[config.mk]
export PLATFORM = sky130hd
export DESIGN_NAME = cbrt_newton_seq
export DESIGN_NICKNAME = d
export VERILOG_FILES = /design/src/rtl/cbrt_newton_seq.sv
export SDC_FILE = /design/constraint.sdc
export NUM_CORES = 1
export LEC_CHECK = 0
export ABC_CLOCK_PERIOD_IN_PS = 5150
export CORE_ASPECT_RATIO = 0.5
export CORE_MARGIN = 4
export CORE_UTILIZATION = 55
export DETAILED_ROUTE_END_ITERATION = 7
export GPL_TIMING_DRIVEN = 0
export PLACE_DENSITY = 0.85
export SKIP_LAST_GASP = 1
export SLEW_MARGIN = 20
export SYNTH_ARGS = -nofsm -noshare
export SYNTH_HDL_FRONTEND = slang
export SYNTH_SLANG_ARGS = --single-unit
[constraint.sdc]
create_clock -name clk -period 5.15 [get_ports clk]
set_clock_uncertainty 0.1 [all_clocks]
set_input_delay 1.03 -clock clk [delete_from_list [all_inputs] [get_ports clk]]
set_output_delay 1.03 -clock clk [all_outputs]
set_load 0.02 [all_outputs]
[src/rtl/cbrt_newton_seq.sv]
// Integer cube-root sequencer: Newton iteration x' = (2x + N/x^2) / 3, with both
// divisions per step issued to an external registered divider of latency DIV_LAT.
module cbrt_newton_seq #(
  parameter int unsigned WIDTH    = 8,
  parameter int unsigned DIV_LAT  = 1,
  parameter int unsigned MAX_ITER = 8
) (
  input  logic             clk,
  input  logic             rst_n,
  input  logic             in_valid,
  output logic             in_ready,
  input  logic [WIDTH-1:0] in_radicand,
  output logic [WIDTH-1:0] div_num,
  output logic [WIDTH-1:0] div_den,
  input  logic [WIDTH-1:0] div_quo,
  output logic             out_valid,
  input  logic             out_ready,
  output logic [WIDTH-1:0] out_root,
  output logic [3:0]       out_iters,
  output logic             out_err
);

  // Start from a power of two at or above the largest possible root so the
  // iteration only ever descends.
  localparam int unsigned      X0Exp   = (WIDTH + 2) / 3;
  localparam logic [WIDTH-1:0] X0      = WIDTH'(1) << X0Exp;
  localparam logic [WIDTH-1:0] X0Sq    = X0 * X0;
  localparam int unsigned      CntW    = $clog2(DIV_LAT + 1) + 1;
  localparam logic [CntW-1:0]  CntLast = CntW'(DIV_LAT);
  localparam logic [3:0]       IterMax = 4'(MAX_ITER);

  typedef enum logic [2:0] {StIdle, StDiv1, StDiv2, StCheck, StDone} state_e;

  state_e           state_q, state_d;
  logic [WIDTH-1:0] n_q, x_q, xn_q, root_q;
  logic [WIDTH-1:0] div_num_q, div_den_q;
  logic [3:0]       iters_q;
  logic             err_q;
  logic [CntW-1:0]  cnt_q;

  logic             cnt_last, xn_zero, xn_ge, iter_cap;
  logic [WIDTH-1:0] xn_sq, two_x_plus_q;

  assign cnt_last     = (cnt_q == CntLast);
  assign xn_zero      = (xn_q == '0);
  assign xn_ge        = (xn_q >= x_q);
  assign iter_cap     = (iters_q == IterMax);
  assign xn_sq        = xn_q * xn_q;
  assign two_x_plus_q = {x_q[WIDTH-2:0], 1'b0} + div_quo;

  always_ff @(posedge clk or negedge rst_n) begin
    if (!rst_n) begin
      state_q <= StIdle;
    end else begin
      state_q <= state_d;
    end
  end

  always_comb begin
    state_d = state_q;
    case (state_q)
      StIdle:  if (in_valid) state_d = StDiv1;
      StDiv1:  if (cnt_last) state_d = StDiv2;
      StDiv2:  if (cnt_last) state_d = StCheck;
      StCheck: state_d = (xn_zero || xn_ge || iter_cap) ? StDone : StDiv1;
      StDone:  if (out_ready) state_d = StIdle;
      default: state_d = StIdle;
    endcase
  end

  always_comb begin
    in_ready  = 1'b0;
    out_valid = 1'b0;
    case (state_q)
      StIdle:  in_ready  = 1'b1;
      StDone:  out_valid = 1'b1;
      default: ;
    endcase
  end

  always_ff @(posedge clk or negedge rst_n) begin
    if (!rst_n) begin
      n_q       <= '0;
      x_q       <= '0;
      xn_q      <= '0;
      root_q    <= '0;
      iters_q   <= '0;
      err_q     <= 1'b0;
      cnt_q     <= '0;
      div_num_q <= '0;
      div_den_q <= '0;
    end else begin
      if ((state_q == StDiv1) || (state_q == StDiv2)) begin
        cnt_q <= cnt_last ? '0 : cnt_q + 1'b1;
      end else begin
        cnt_q <= '0;
      end

      case (state_q)
        StIdle: begin
          if (in_valid) begin
            n_q       <= in_radicand;
            x_q       <= X0;
            iters_q   <= '0;
            err_q     <= 1'b0;
            div_num_q <= in_radicand;
            div_den_q <= X0Sq;
          end
        end
        StDiv1: begin
          // The quotient N/x^2 goes straight into the second division's numerator.
          if (cnt_last) begin
            div_num_q <= two_x_plus_q;
            div_den_q <= WIDTH'(3);
          end
        end
        StDiv2: begin
          if (cnt_last) begin
            xn_q    <= div_quo;
            iters_q <= iters_q + 4'd1;
          end
        end
        StCheck: begin
          if (xn_zero) begin
            root_q <= '0;
          end else if (xn_ge) begin
            root_q <= x_q;
          end else if (iter_cap) begin
            // On abort the freshest estimate is reported.
            root_q <= xn_q;
            err_q  <= 1'b1;
          end else begin
            x_q       <= xn_q;
            div_num_q <= n_q;
            div_den_q <= xn_sq;
          end
        end
        default: ;
      endcase
    end
  end

  assign div_num   = div_num_q;
  assign div_den   = div_den_q;
  assign out_root  = root_q;
  assign out_iters = iters_q;
  assign out_err   = err_q;

endmodule

==> results of run 1 <==
## how the worst min path moves through the flow
stage	from	endpoint	slack [ns]	depth (start not counted)
floorplan	cnt_q[0]$_DFF_PN0_	cnt_q[0]$_DFF_PN0_	0.31	1
global placement	cnt_q[0]$_DFF_PN0_	cnt_q[0]$_DFF_PN0_	0.32	1
detailed placement	cnt_q[0]$_DFF_PN0_	cnt_q[0]$_DFF_PN0_	0.33	1
CTS	cnt_q[0]$_DFF_PN0_	cnt_q[0]$_DFF_PN0_	0.34	1
global route	cnt_q[0]$_DFF_PN0_	cnt_q[0]$_DFF_PN0_	0.35	1
finish	cnt_q[0]$_DFF_PN0_	cnt_q[0]$_DFF_PN0_	0.34	1
## sequential cells by signal (all words and copies together) (netlist names)
| name | cells |
|---|---|
| out_err | 1 |
| x_q | 8 |
| state_q | 3 |
| out_root | 8 |
| div_den | 8 |
| out_iters | 4 |
| n_q | 8 |
| xn_q | 8 |
| cnt_q | 2 |
| div_num | 8 |
## worst max-delay path: stages (launching register included)
cell and delay, ns:
dfrtp_1 0.35, clkbuf_1 0.38, and2_2 0.27, xor2_1 0.16
ha_1 0.16, a21oi_1 0.05, fa_1 0.49, inv_1 0.05
ha_1 0.28, inv_1 0.05, fa_1 0.54, inv_1 0.05
ha_1 0.33, a21o_1 0.18, a21oi_1 0.17, xnor2_1 0.12
a22o_2 0.24
## through the flow
step,hold WS [ns],util
2_1_floorplan,0.306,-
3_3_place_gp,0.320,0.681
3_5_place_dp,0.334,0.681
4_1_cts,0.341,0.732
5_1_grt,0.354,0.732
6_report,0.341,0.732
## logic make-up after synthesis
kind of cell	after synthesis	synth area share
multiplexers	16	0.0480
flip-flops	58	0.397
XOR/XNOR	18	0.0432
AO/OA/AOI/OAI	90	0.164
adder cells (fa/ha/maj)	39	0.152
buffers and inverters	43	0.0562
AND/OR/NAND/NOR	111	0.139
## synth_stat cells, types with 2 or more instances
cell type   n  area share
and2_2      3      0.0062
a211oi_1    3      0.0062
a22o_2      6       0.016
fa_1        9       0.049
inv_1      27       0.028
xnor2_1    11       0.026
a21oi_1    28       0.038
nand2_1    51       0.052
dfrtp_1    58        0.40
xor2_1      7       0.017
o22ai_1     2      0.0034
a22o_1      6       0.014
clkbuf_1    6      0.0062
nand2b_1    3      0.0051
and2_1      5      0.0086
nand3_1     4      0.0055
nor2b_1     3      0.0051
o21ai_0    28       0.038
ha_1       30        0.10
mux2_2     12       0.037
a21o_1      4      0.0082
o21bai_1    2      0.0041
buf_4       3      0.0062
buf_2       2      0.0027
mux2i_1     4       0.011
or3_1       2      0.0034
buf_6       4       0.012
nor3_1      4      0.0055
nor2_1     28       0.029
## per-layer routing
| metal | GRT usage | routed length (um) | up-vias |
|---|---|---|---|
| met1 | 0.329 | 4080 | 1429 |
| met5 | 0 | 0 | - |
| met4 | 0.0703 | 106 | 0 |
| met2 | 0.379 | 4020 | 86 |
| met3 | 0.0550 | 464 | 11 |
| li1 | - | - | 1412 |
## area by class of cell
type,count,area share
Sequential cell,58,0.317
Tap cell,88,0.0241
Multi-Input combinational cell,274,0.436
Clock buffer,15,0.0629
Inverter,27,0.0221
Clock inverter,1,0.00656
Timing Repair Buffer,50,0.109
Buffer,16,0.0227
==> flow_summary.yaml, run 1 <==
synth:
  syn_nets: 434
  avgSynthCellArea_um2: 9.74
  synthArstFlopShare: 1.00
  synth_top_flop_cell: "dfrtp_1"
  ys_ff_latch: 58
  yosysWarnings: 0
  synthesis.area_um2: 3650
  seq_area_frac_synth: 0.397
  syn_inst: 375
  ys_types: 49
  synth_edf_count: 0
place:
  dpl.hpwl_um: 6040
  gp_congestion: 0.854
  dp_slack_ns: 1.11
  numPlacedInstances: 513
  dpl-instance-area_um2: 4260
  port_buffers: 50
layout:
  ff_latch_area_um2: 1450
  area_growth_pct: 25.4
  n_antenna_cell: 0
  drive_above_1_share: 0.122
  nFillCells: 448
  fin_nets: 495
  final_cell_mix: "dfrtp_1 (58), nand2_1 (51), clkdlybuf4s50_1 (49), ha_1 (30)"
  stdcell_count: 529
  layout_commonest_cell: "dfrtp_1"
  multi_input_area_um2: 2000
  final_area_um2: 4580
global_route:
  grtUsageTotal: 0.239
  grt_pass1_wl_um: 14600
  grt_overflow: 0
  grt_max_degree: 59
  grt_pass1_vias: 2972
  antenna_found_initial: 0
route:
  wirelength_um: 8670
  dr_total_vias: 2938
  routed_via_density: 5.55
  dr.pass1.iters: 4
  drtAntennaViolNets: 0
  avgRoutedWirePerCell_um: 16.4
  drc: 0
  drtIter0Drc: 219
floorplan:
  num_rows: 20
  start_util: 0.584
  io_pins: 51
  die_y_um: 65.6
  fp.dieW_um: 123
  core-area_um2: 6260
  die_area_um2: 8090
clocking:
  cts_setup_buffers: 0
  clk_pin_slew_worst_paths_ns: 0.05
  cts_buffer_depth: 2
  cts_tree: "yes"
  cts_root_buffer: "clkbuf_16"
  h-tree-depth: 3
  hold_buffers: 0
  postCtsResizedCells: 0
  clock-sinks: 58
  clk_latency_ns: 0.33
  cts_inserted_buffers: 9
setup_path:
  rrSetupSlack_ns: 1.05
  crit_type: "register to register"
  setup.worst_path.start: "xn_q[0]$_DFFE_PN0P_"
  crit_arrival_ns: 4.21
  end_kind: "register"
  cp_data_required_time_ns: 5.26
  critical_path_peak_fanout: 10
  r2r_end: "div_den[7]$_DFFE_PN0P_"
  rr_worst_depth: 16
  start_kind: "register"
  reg2reg_from: "xn_q[0]$_DFFE_PN0P_"
  crit_path_end: "div_den[7]$_DFFE_PN0P_"
worst_hold_path:
  hold_class: "register to register"
sta:
  tns_ns: 0
  slew_headroom: 0.515
  fmax_mhz: 244
  period_needed_ns: 4.10
  final.setup.worst_slack_ns: 1.05
  slew_violations: 0
  rsz0062_at_grt: "false"
  setup_viol: 0
  hold_violations: 0
  period_share: 0.796
  tightest_slew_ns: 0.728
job:
  drv_cap: 0
run_status:
  outcome: "finished clean"
Power of run 1 is not shown: default switching activity piles up to over one toggle a cycle in this logic, so the estimate is an artifact.
==> run 2, diff against run 1 <==
--- a/config.mk
+++ b/config.mk
@@ -5,13 +5,13 @@
 export SDC_FILE = /design/constraint.sdc
 export NUM_CORES = 1
 export LEC_CHECK = 0
-export ABC_CLOCK_PERIOD_IN_PS = 5150
+export ABC_CLOCK_PERIOD_IN_PS = 3750
 export CORE_ASPECT_RATIO = 0.5
 export CORE_MARGIN = 4
-export CORE_UTILIZATION = 55
+export CORE_UTILIZATION = 50
 export DETAILED_ROUTE_END_ITERATION = 7
 export GPL_TIMING_DRIVEN = 0
-export PLACE_DENSITY = 0.85
+export PLACE_DENSITY = 0.82
 export SKIP_LAST_GASP = 1
 export SLEW_MARGIN = 20
 export SYNTH_ARGS = -nofsm -noshare
==> constraint.sdc (replaced) <==
create_clock -name clk -period 3.75 [get_ports clk]
set_clock_uncertainty 0.1 [all_clocks]
set_input_delay 0.75 -clock clk [delete_from_list [all_inputs] [get_ports clk]]
set_output_delay 0.75 -clock clk [all_outputs]
set_load 0.02 [all_outputs]
==> run 2 against run 1 <==
First-iteration DRC count rose by 35%. Utilization is 4.1 points lower. Via count up 7.1%. Maximum frequency is 9.7% higher. Worst setup slack lost 1.0 ns. Critical path depth decreased by 4. Non-clock buffer count grew 13. Wire length is 12% higher. Flip-flop and latch count did not move. Critical path type unchanged.
==> flow_summary.yaml, run 2 (synthesis results as in run 1) <==
layout:
  drive_above_1_share: 0.185
  n_antenna_cell: 0
  final_area_um2: 4760
  layout_commonest_cell: "dfrtp_1"
  area_growth_pct: 30.3
  fin_nets: 508
  final_cell_mix: "dfrtp_1 (54), nand2_1 (51), clkdlybuf4s50_1 (49), o21ai_0 (28)"
sta:
  setup_viol: 0
  slew_violations: 0
  period_needed_ns: 3.73
  fmax_mhz: 268
  slew_headroom: 0.523
  tightest_slew_ns: 0.716
  period_share: 0.996
  hold_violations: 0
setup_path:
  max_stage_delay_ns: 0.53
  cpMostUsedCell: "fa_1"
  crit_arrival_ns: 3.85
  cp_slowest_cell: "fa_1"
  crit_type: "register to register"
  start_kind: "register"
  critical_path_peak_fanout: 5
  end_kind: "register"
  cp_data_required_time_ns: 3.86
  crit_chain: "buf_6, buf_4, and2_1, ha_2, fa_1, ha_1, fa_1, fa_1, a21o_1, a21oi_2, xnor2_2, a22o_2"
route:
  dr.pass1.iters: 5
  drtAntennaViolNets: 0
  drtIter0Drc: 296
  wirelength_um: 9680
  dr_total_vias: 3147
  drc: 0
  routed_via_density: 5.76
  avgRoutedWirePerCell_um: 17.7
floorplan:
  core-area_um2: 6880
  io_pins: 51
  num_rows: 21
  die_y_um: 68.4
  start_util: 0.531
  fp.dieW_um: 129
  die_area_um2: 8820
place:
  dpl.hpwl_um: 6260
  dpl-instance-area_um2: 4270
  port_buffers: 50
  gp_congestion: 0.843
global_route:
  grt_pass1_vias: 2936
  grt_pass1_wl_um: 14700
  grtUsageTotal: 0.218
  antenna_found_initial: 0
  grt_overflow: 0
  grt_max_degree: 59
clocking:
  h-tree-depth: 3
  clk_latency_ns: 0.33
  cts_inserted_buffers: 9
  clock-sinks: 58
  cts_tree: "yes"
  clk_pin_slew_worst_paths_ns: 0.05
  cts_root_buffer: "clkbuf_16"
  cts_buffer_depth: 2
worst_hold_path:
  hold_class: "register to register"
run_status:
  outcome: "finished clean"
job:
  drv_cap: 0
-- run 2: final timing paths --
kind | cells past startpoint | from | end | slack [ns]
hold / removal | 1 | cnt_q[0]$_DFF_PN0_ | cnt_q[0]$_DFF_PN0_ | 0.33
max in group asynchronous | 1 | rst_n | xn_q[2]$_DFFE_PN0P_ | 2.64
setup reg to reg | 12 | xn_q[1]$_DFFE_PN0P_ | div_den[7]$_DFFE_PN0P_ | 0.02
setup / recovery | 12 | xn_q[1]$_DFFE_PN0P_ | div_den[7]$_DFFE_PN0P_ | 0.02
hold reg to reg | 1 | cnt_q[0]$_DFF_PN0_ | cnt_q[0]$_DFF_PN0_ | 0.33
min in group asynchronous | 1 | rst_n | out_iters[0]$_DFFE_PN0P_ | 0.38
-- run 2: worst max-delay path, delay by kind of cell, from the launching register on --
| family | cells | cell delay (ns) |
|---|---|---|
| adder cells (fa/ha/maj) | 5 | 2.00 |
| AO/OA/AOI/OAI | 3 | 0.60 |
| flip-flops | 1 | 0.39 |
| buffers and inverters | 2 | 0.29 |
| AND/OR/NAND/NOR | 1 | 0.15 |
| XOR/XNOR | 1 | 0.09 |
-- run 2: area by class of cell --
cell class / count / area [um2]
Buffer: 15 / 106
Clock buffer: 12 / 256
Clock inverter: 4 / 73.8
Fill cell: 489 / 2130
Inverter: 27 / 105
Multi-Input combinational cell: 274 / 2040
Sequential cell: 58 / 1460
Tap cell: 92 / 115
Timing Repair Buffer: 64 / 603
-- run 2: routing by layer --
layer / vias to the layer above / track usage / wire length [um]
li1: 1434 / - / -
met1: 1559 / 0.297 / 4320
met2: 134 / 0.340 / 4420
met3: 20 / 0.0647 / 747
met4: 0 / 0.0641 / 191
met5: - / 0 / 0
-- run 2: what timing repair did --
action                                  in CTS  in global routing
gates resized for setup                      8                 10
pin swaps                                    1                  9
endpoints found under the setup margin       3                  2
setup buffers                                3                 11
hold buffers                                 0                  0
-- run 2: per-stage QoR --
step           utilization  setup TNS, ns  hold slack [ns]  worst slack (ns)  cells
2_1_floorplan            -              0            0.306            0.0716    375
4_1_cts              0.674              0            0.329            0.0174    535
5_1_grt              0.691        -0.0986            0.346           -0.0806    546
3_3_place_gp         0.620         -0.363            0.316            -0.269    517
6_report             0.691              0            0.326            0.0155    546
3_5_place_dp         0.620         -0.465            0.321            -0.297    517
Power of run 2 is left out for the same reason.
